### src/rtl/pc_fetch_unit_if.sv
// pc_fetch_unit_if: bus bundle for the PC / fetch sequencer.
// imem request/response, decode valid/ready, branch redirect.
interface pc_fetch_unit_if #(
  parameter int PC_WIDTH    = 16,
  parameter int INSTR_WIDTH = 16
);
  logic                   imemReq;
  logic [PC_WIDTH-1:0]    imemAddr;
  logic                   imemAck;
  logic [INSTR_WIDTH-1:0] imemData;
  logic                   instrValid;
  logic                   instrReady;
  logic [INSTR_WIDTH-1:0] instrOut;
  logic [PC_WIDTH-1:0]    instrPc;
  logic                   branchTaken;
  logic [PC_WIDTH-1:0]    branchTarget;

  modport master (
    output imemReq,
    output imemAddr,
    input  imemAck,
    input  imemData,
    output instrValid,
    input  instrReady,
    output instrOut,
    output instrPc,
    input  branchTaken,
    input  branchTarget
  );

  modport slave (
    input  imemReq,
    input  imemAddr,
    output imemAck,
    output imemData,
    input  instrValid,
    output instrReady,
    input  instrOut,
    input  instrPc,
    output branchTaken,
    output branchTarget
  );
endinterface

### src/rtl/pc_fetch_unit.sv
// pc_fetch_unit: owns the PC, fetches one instr at a time, hands it to decode.
// Ports: clk, rst_n (sync, active low), bus (master side), halted.
module pc_fetch_unit #(
  parameter int                     PC_WIDTH    = 16,
  parameter int                     INSTR_WIDTH = 16,
  parameter logic [PC_WIDTH-1:0]    RESET_PC    = '0,
  parameter logic [INSTR_WIDTH-1:0] HALT_INSTR  = '1
) (
  input  logic            clk,
  input  logic            rst_n,
  pc_fetch_unit_if.master bus,
  output logic            halted
);

  typedef enum logic [2:0] {
    FETCH,
    WAIT,
    HOLD,
    FLUSH,
    HALT
  } state_t;

  state_t                 state;
  logic                   reqQ;
  logic [PC_WIDTH-1:0]    pc;
  logic                   validQ;
  logic [INSTR_WIDTH-1:0] instrQ;
  logic [PC_WIDTH-1:0]    instrPcQ;
  logic                   haltedQ;

  logic [PC_WIDTH-1:0]    redirPc;
  logic [PC_WIDTH-1:0]    pcInc;
  logic                   accept;
  logic                   isHalt;

  assign redirPc = {bus.branchTarget[PC_WIDTH-1:1], 1'b0};
  assign pcInc   = pc + PC_WIDTH'(2);
  assign accept  = validQ & bus.instrReady;
  assign isHalt  = (instrQ == HALT_INSTR);

  // reqQ high in FETCH marks the cycle the pulse is on the bus;
  // the first FETCH cycle after reset raises it, later entries
  // into FETCH arrive with it already set.
  always_ff @(posedge clk) begin
    if (!rst_n) begin
      state    <= FETCH;
      reqQ     <= 1'b0;
      pc       <= RESET_PC;
      validQ   <= 1'b0;
      instrQ   <= '0;
      instrPcQ <= '0;
      haltedQ  <= 1'b0;
    end else begin
      unique case (state)
        FETCH: begin
          if (bus.branchTaken) begin
            pc     <= redirPc;
            validQ <= 1'b0;
            if (reqQ) begin
              // pulse already out: its ack is orphaned
              reqQ  <= 1'b0;
              state <= FLUSH;
            end else begin
              reqQ <= 1'b1;
            end
          end else if (reqQ) begin
            reqQ  <= 1'b0;
            state <= WAIT;
          end else begin
            reqQ <= 1'b1;
          end
        end

        WAIT: begin
          if (bus.branchTaken) begin
            pc     <= redirPc;
            validQ <= 1'b0;
            if (bus.imemAck) begin
              reqQ  <= 1'b1;
              state <= FETCH;
            end else begin
              state <= FLUSH;
            end
          end else if (bus.imemAck) begin
            instrQ   <= bus.imemData;
            instrPcQ <= pc;
            validQ   <= 1'b1;
            pc       <= pcInc;
            state    <= HOLD;
          end
        end

        HOLD: begin
          if (bus.branchTaken) begin
            pc     <= redirPc;
            validQ <= 1'b0;
            reqQ   <= 1'b1;
            state  <= FETCH;
          end else if (accept) begin
            validQ <= 1'b0;
            if (isHalt) begin
              haltedQ <= 1'b1;
              state   <= HALT;
            end else begin
              reqQ  <= 1'b1;
              state <= FETCH;
            end
          end
        end

        FLUSH: begin
          if (bus.branchTaken) begin
            pc <= redirPc;
          end
          if (bus.imemAck) begin
            reqQ  <= 1'b1;
            state <= FETCH;
          end
        end

        HALT: begin
          reqQ    <= 1'b0;
          validQ  <= 1'b0;
          haltedQ <= 1'b1;
        end

        default: begin
          reqQ  <= 1'b0;
          state <= FETCH;
        end
      endcase
    end
  end

  assign bus.imemReq    = reqQ;
  assign bus.imemAddr   = pc;
  assign bus.instrValid = validQ;
  assign bus.instrOut   = instrQ;
  assign bus.instrPc    = instrPcQ;
  assign halted         = haltedQ;

endmodule

### src/flat_wrapper.sv
// flat-port wrapper written by rule: the top's interface ports become plain ports
module pc_fetch_unit_flat 
#(
  parameter int                     PC_WIDTH    = 16,
  parameter int                     INSTR_WIDTH = 16,
  parameter logic [PC_WIDTH-1:0]    RESET_PC    = '0,
  parameter logic [INSTR_WIDTH-1:0] HALT_INSTR  = '1
)
  (clk, rst_n, halted, bus_imemReq, bus_imemAddr, bus_imemAck, bus_imemData, bus_instrValid, bus_instrReady, bus_instrOut, bus_instrPc, bus_branchTaken, bus_branchTarget);
  pc_fetch_unit_if #(.PC_WIDTH(PC_WIDTH), .INSTR_WIDTH(INSTR_WIDTH)) bus_i ();
  input  logic clk;
  input  logic rst_n;
  output logic halted;
  output wire logic [$bits(bus_i.imemReq)-1:0] bus_imemReq;
  output wire logic [$bits(bus_i.imemAddr)-1:0] bus_imemAddr;
  input wire logic [$bits(bus_i.imemAck)-1:0] bus_imemAck;
  input wire logic [$bits(bus_i.imemData)-1:0] bus_imemData;
  output wire logic [$bits(bus_i.instrValid)-1:0] bus_instrValid;
  input wire logic [$bits(bus_i.instrReady)-1:0] bus_instrReady;
  output wire logic [$bits(bus_i.instrOut)-1:0] bus_instrOut;
  output wire logic [$bits(bus_i.instrPc)-1:0] bus_instrPc;
  input wire logic [$bits(bus_i.branchTaken)-1:0] bus_branchTaken;
  input wire logic [$bits(bus_i.branchTarget)-1:0] bus_branchTarget;
  assign bus_imemReq = bus_i.imemReq;
  assign bus_imemAddr = bus_i.imemAddr;
  assign bus_i.imemAck = bus_imemAck;
  assign bus_i.imemData = bus_imemData;
  assign bus_instrValid = bus_i.instrValid;
  assign bus_i.instrReady = bus_instrReady;
  assign bus_instrOut = bus_i.instrOut;
  assign bus_instrPc = bus_i.instrPc;
  assign bus_i.branchTaken = bus_branchTaken;
  assign bus_i.branchTarget = bus_branchTarget;
  pc_fetch_unit #(.PC_WIDTH(PC_WIDTH), .INSTR_WIDTH(INSTR_WIDTH), .RESET_PC(RESET_PC), .HALT_INSTR(HALT_INSTR)) u_core (.clk(clk), .rst_n(rst_n), .bus(bus_i), .halted(halted));
endmodule
### config.mk
export PLATFORM = sky130hd
export DESIGN_NAME = pc_fetch_unit_flat
export DESIGN_NICKNAME = d
export VERILOG_FILES = /design/src/rtl/pc_fetch_unit_if.sv /design/src/rtl/pc_fetch_unit.sv /design/src/flat_wrapper.sv
export SDC_FILE = /design/constraint.sdc
export NUM_CORES = 1
export LEC_CHECK = 0
export ABC_AREA = 1
export CAP_MARGIN = 0
export CORE_ASPECT_RATIO = 0.6
export CORE_MARGIN = 5
export CORE_UTILIZATION = 40
export CTS_CLUSTER_SIZE = 8
export DETAILED_ROUTE_END_ITERATION = 6
export GPL_TIMING_DRIVEN = 0
export PLACE_DENSITY = 0.67
export SLEW_MARGIN = 20
export SYNTH_ARGS = -nofsm -noshare
export SYNTH_HDL_FRONTEND = slang
export SYNTH_SLANG_ARGS = --single-unit
export TNS_END_PERCENT = 5
### constraint.sdc
create_clock -name clk -period 1.4 [get_ports clk]
set_input_delay 0.28 -clock clk [delete_from_list [all_inputs] [get_ports clk]]
set_output_delay 0.28 -clock clk [all_outputs]
set_load 0.02 [all_outputs]
-- Word level (Yosys, flattened, before mapping)
Cells that the tools add are included.
- bitwise logic cells: 3
- muxes and demuxes: 32
- add/subtract/negate cells: 1
- eq/ne operators: 16
- reductions and logical operators: 11
- operators by type and width (kind ; number):
    16-bit 2-to-1 mux ; 3
    16-bit case mux with 2 select lines ; 1
    3-bit 2-to-1 mux ; 9
    16-bit by 2-bit adder with 16-bit output, second input constant ; 1
    16-bit equality test, second input constant ; 1
    3-bit case mux with 5 select lines ; 1
    1-bit 2-to-1 mux ; 14
    3-bit AND reduction ; 3
    2-bit by 1-bit inequality test with 1-bit output, second input constant ; 4
    2-bit inequality test, second input constant ; 4
    1-bit case mux with 4 select lines ; 2
    4-bit AND reduction ; 2
    3-bit by 2-bit equality test with 1-bit output, second input constant ; 2
    3-bit inequality test, second input constant ; 2
    5-bit AND reduction ; 1
    2-bit nonzero test ; 2
    4-bit nonzero test ; 1
    3-bit by 1-bit equality test with 1-bit output, second input constant ; 1
    3-bit equality test, second input constant ; 1
    3-bit logical NOT ; 1
    3-bit by 2-bit inequality test with 1-bit output, second input constant ; 1
    3-bit OR reduction ; 1
    2-bit 2-to-1 mux ; 1
    1-bit inverter ; 2
    other kinds (2) ; 2
- input port bits: 37
- output and inout port bits: 51
- logic and storage cells: 70
- register bits after elaboration: 54

-- Logic depth before layout (Yosys ltp)
- depth in word-level cells: 5
- gate-level depth with buffers: 10

-- Worst setup path after synthesis
No wires, ideal clock.
- path kind: reg2reg
- start: register u_core.pc[1] (netlist: u_core.bus.imemAddr[1])
- end: register u_core.pc[11] (netlist: u_core.bus.imemAddr[11])
- clock period less this slack: 1443 ps
- arrival: 1309 ps
- stages on the path, launching flop included: 9
- required time: 1266 ps
- path slack: -43 ps
- cell sequence: dfxtp_1 -> ha_1 -> nand2_1 -> nor2_2 -> nand4_1 -> nand2_1 -> nand2_1 -> nand2_1 -> a21oi_1
- longest elaborated chain between the ends: 4
- RTL lines (element ; RTL line ; source):
    start, declared ; pc_fetch_unit.sv:25 ; logic [PC_WIDTH-1:0] pc;
    start signal, assigned ; pc_fetch_unit.sv:57 ; pc <= redirPc;
    start signal, assigned ; pc_fetch_unit.sv:76 ; pc <= redirPc;
    start signal, assigned ; pc_fetch_unit.sv:88 ; pc <= pcInc;
    16-bit by 2-bit adder with 16-bit output ; pc_fetch_unit.sv:37 ; assign pcInc = pc + PC_WIDTH'(2);
    16-bit 2-to-1 mux ; pc_fetch_unit.sv:84 ; end else if (bus.imemAck) begin
    16-bit 2-to-1 mux ; pc_fetch_unit.sv:75 ; if (bus.branchTaken) begin
    16-bit case mux with 2 select lines ; pc_fetch_unit.sv:54 ; unique case (state)
No other way between the ends. The select of a mux whose other input is x is not followed.
A chain may end at the register's enable or synchronous reset.

-- Final worst setup path
- start: register u_core.pc[1] (netlist: u_core.bus.imemAddr[1])
- end: register u_core.pc[9] (netlist: u_core.bus.imemAddr[9])
Same word-level chain as after synthesis.

==> results.txt <==
Run status -> finished, final reports clean
Worst Setup End Kind -> register
Die H -> 72.9 um
Number of routed nets with antenna violations -> 0
Fin nets -> 535
Number of buffers inserted during clock tree synthesis -> 5
Depth of the CTS H-tree -> 2
Most common flop cell mapped by yosys -> sky130_fd_sc_hd__dfxtp_1
Startpoint-to-endpoint class of the critical path -> register to register
Std cell rows -> 22
Number of input and output port buffers inserted -> 84
Seq cells post-synth -> 52
Adder and majority gate portion of the synthesized area -> 0.475%
Iteration-0 DRC count of the detailed router -> 247
Total vias in the final route -> 2908
Average instance area after synthesis -> 6.60 um2
Final hold violation count -> 0
Endpoint required time on the critical path -> 1.61 ns
Leading area contributor after synthesis -> sky130_fd_sc_hd__dfxtp_1
Post-Place Cells -> 568
Area of the mapped netlist -> 2640 um2
CTS Hold Bufs -> 0
GR met2 Demand/Resource -> 26.7%
Period utilisation layout -> 98.3%
Final GP Congestion -> 0.956
Transition time of the tightest slew-check pin -> 0.581 ns
Number of global-route vias before repair -> 2588
Final instance count without filler cells -> 582
Timing-limited maximum frequency -> 727 MHz
Effective utilization at floorplan -> 42.2%
Gate count of the mapped netlist -> 399
GR Overflow Total -> 0
# clock sinks -> 52
Length of the first detailed-routing pass in iterations -> 5
Netlist cell types -> 29
Combinational family with the most area after synthesis -> simple AND/OR/NAND/NOR gates
CTS clock-pin slew for the worst setup and hold paths -> 0.10 ns
Final max-slew violation count -> 0
Chip width -> 115 um
Pwr Density -> 1330 nW/um2
Top cell type's share of synthesized area -> 39.5%
Share of layout cells above drive strength 1 -> 16.1%
Max Fanout on Critical Path -> 6
Number of synthesized flops with an enable pin -> 0
Via density -> 5.00
Io pins -> 88
Post-detailed-route wirelength per cell -> 14.5 um
Buffers from clock root to sink, at most -> 2
TNS Setup -> 0 ns
Clock latency at the later pin of the worst-skew pair -> 0.32 ns
Hold/Removal Path Class -> register to register
XOR/XNOR share of the synthesized area -> 0.665%
Share of cell area taken by muxes after synthesis -> 0%
Inserted Diodes -> 0
Total die area -> 8360 um2
Data arrival at the endpoint of the critical path -> 1.59 ns
Ranking of synthesized cells by instance count -> sky130_fd_sc_hd__nand2_1 (85), sky130_fd_sc_hd__nor2_1 (80), sky130_fd_sc_hd__dfxtp_1 (52)
Critical path launch point type -> register
Antenna violations before repair -> 0
Unrepaired setup endpoints after global routing -> true
Post-layout min period -> 1.38 ns
Root buffer cell -> sky130_fd_sc_hd__clkbuf_8
Worst-case register-to-register setup slack -> 0.02 ns
Worst slew slack as a fraction of its limit -> 61.2%
Final-report setup violation count -> 0
Most used routing layer -> met1
Global-route wire length before repair -> 13200 um
Routed wire length -> 8460 um
Maximum number of pins on one net before global-route repair -> 17
Proportion of synthesized flip-flops having asynchronous set or reset -> 0%
DRC violation count after routing -> 0
Number of warnings printed during yosys synthesis -> 0
Area Overhead vs Synth -> 44.2%
Cell with the most instances after synthesis -> sky130_fd_sc_hd__nand2_1
Clock tree from TritonCTS -> yes
Sequential cell area fraction in the yosys report -> 39.5%
Met1 Usage GRT -> 31.1%
Fraction of the mapped netlist area in simple logic gates -> 32.3%
Post-detail-place hpwl -> 6400 um
Worst vdd ir -> 740 uV
GR Util met3 -> 5.22%
Max-Cap Viols -> 0
Synth Area in Compound Gates -> 16.8%
Placeable core region -> 6250 um2
Total Routing Usage GR -> 19.9%
Top cells by area, synth -> sky130_fd_sc_hd__dfxtp_1 (40%), sky130_fd_sc_hd__nand2_1 (12%), sky130_fd_sc_hd__nor2_1 (11%)
Leak Pwr -> 1.66 nW
Setup Skew -> 0.00802 ns
cells by family (layout without fill, tap and decap cells):
logic type | count (synthesis) | after routing
and+or+nand+nor | 206 | 206
DFF | 52 | 52
buffers and inverters | 54 | 152
AOI/OAI and AO/OA | 83 | 83
xor gates and xnor gates | 2 | 2
other | 1 | 2
adders and majority gates | 1 | 1
power by group:
group | internal (W) | switching (W) | leakage, nW
Sequential | 0.00173 | 0.000278 | 0.429
Combinational | 0.000867 | 0.00129 | 1.19
Clock | 0.000357 | 0.000525 | 0.0414
Total | 0.00296 | 0.00209 | 1.66
path summary, 6_finish.rpt:
kind | end | depth (start not counted) | start
hold reg to reg | u_core.halted | 2 | u_core.halted
hold / removal | u_core.halted | 2 | u_core.halted
setup reg to reg | u_core.bus.imemAddr[9] | 7 | u_core.bus.imemAddr[1]
setup / recovery | u_core.bus.imemAddr[9] | 7 | u_core.bus.imemAddr[1]
per-layer routing:
layer,vias to the layer above,wire length [um]
met2,116,3380
met4,0,78
met3,10,792
li1,1482,-
met1,1300,4210
met5,-,0
placed cells by master (no fill, tap or decap), types with 3 or more instances in the layout:
cell | Yosys | layout
sky130_fd_sc_hd__clkbuf_1 | 5 | 3
sky130_fd_sc_hd__dfxtp_1 | 52 | 41
sky130_fd_sc_hd__nor2_4 | 0 | 5
sky130_fd_sc_hd__clkdlybuf4s15_1 | 0 | 5
sky130_fd_sc_hd__dfxtp_2 | 0 | 8
sky130_fd_sc_hd__a21oi_1 | 28 | 26
sky130_fd_sc_hd__o21ai_0 | 31 | 31
sky130_fd_sc_hd__dfxtp_4 | 0 | 3
sky130_fd_sc_hd__nor2_1 | 80 | 75
sky130_fd_sc_hd__nand2_1 | 85 | 81
sky130_fd_sc_hd__inv_2 | 4 | 6
sky130_fd_sc_hd__inv_1 | 31 | 27
sky130_fd_sc_hd__dlygate4sd2_1 | 0 | 40
sky130_fd_sc_hd__buf_4 | 4 | 8
sky130_fd_sc_hd__o21ai_1 | 17 | 16
sky130_fd_sc_hd__clkdlybuf4s15_2 | 0 | 3
sky130_fd_sc_hd__buf_6 | 6 | 9
sky130_fd_sc_hd__clkbuf_8 | 0 | 5
sky130_fd_sc_hd__nand3_1 | 25 | 24
sky130_fd_sc_hd__nand4_1 | 7 | 7
sky130_fd_sc_hd__clkbuf_2 | 0 | 6
sky130_fd_sc_hd__or2_2 | 5 | 5
sky130_fd_sc_hd__a21oi_2 | 1 | 3
sky130_fd_sc_hd__clkdlybuf4s50_1 | 0 | 33
sky130_fd_sc_hd__nand2_2 | 1 | 3
metrics by stage:
stage	setup WS (ns)	hold WS [ns]	area (um2)	util (%)	power, W
6_report	0.0235	0.458	3800	60.8	0.00505
5_1_grt	-0.0758	0.492	3800	60.8	0.00540
4_1_cts	-0.00413	0.464	3650	58.5	0.00491
3_5_place_dp	-0.588	0.450	3590	57.4	0.00413
3_3_place_gp	-0.577	0.440	3590	57.4	0.00410
2_1_floorplan	0.0518	0.426	2640	-	0.00329
final cells by class:
type                            count  area [um2]
Sequential cell                    52        1060
Buffer                             17         136
Inverter                           37         150
Clock inverter                      2        16.3
Fill cell                         614        2450
Multi-Input combinational cell    294        1430
Timing Repair Buffer               90         832
Clock buffer                        6        72.6
Tap cell                           84         105
registers in the layout, indices dropped and copies added (netlist names):
| register | cells |
|---|---|
| u_core.bus.instrValid | 1 |
| u_core.state | 3 |
| u_core.bus.instrOut | 16 |
| u_core.bus.instrPc | 15 |
| u_core.bus.imemAddr | 15 |
| u_core.bus.imemReq | 1 |
| u_core.halted | 1 |
timing repair:
action	in CTS	in global routing
endpoints found under the setup margin	85	50
gates resized for setup	75	44
pin swaps	0	4
buffers inserted	0	6
worst max-delay path, stage by stage (launching register included):
cell and delay [ns]:
sky130_fd_sc_hd__dfxtp_4 0.40, sky130_fd_sc_hd__ha_4 0.17, sky130_fd_sc_hd__nand2_4 0.06, sky130_fd_sc_hd__nor2_4 0.20
sky130_fd_sc_hd__buf_4 0.14, sky130_fd_sc_hd__nand4_1 0.09, sky130_fd_sc_hd__a21oi_1 0.15, sky130_fd_sc_hd__nor2_1 0.06
Power figures use the tool's default switching activity.
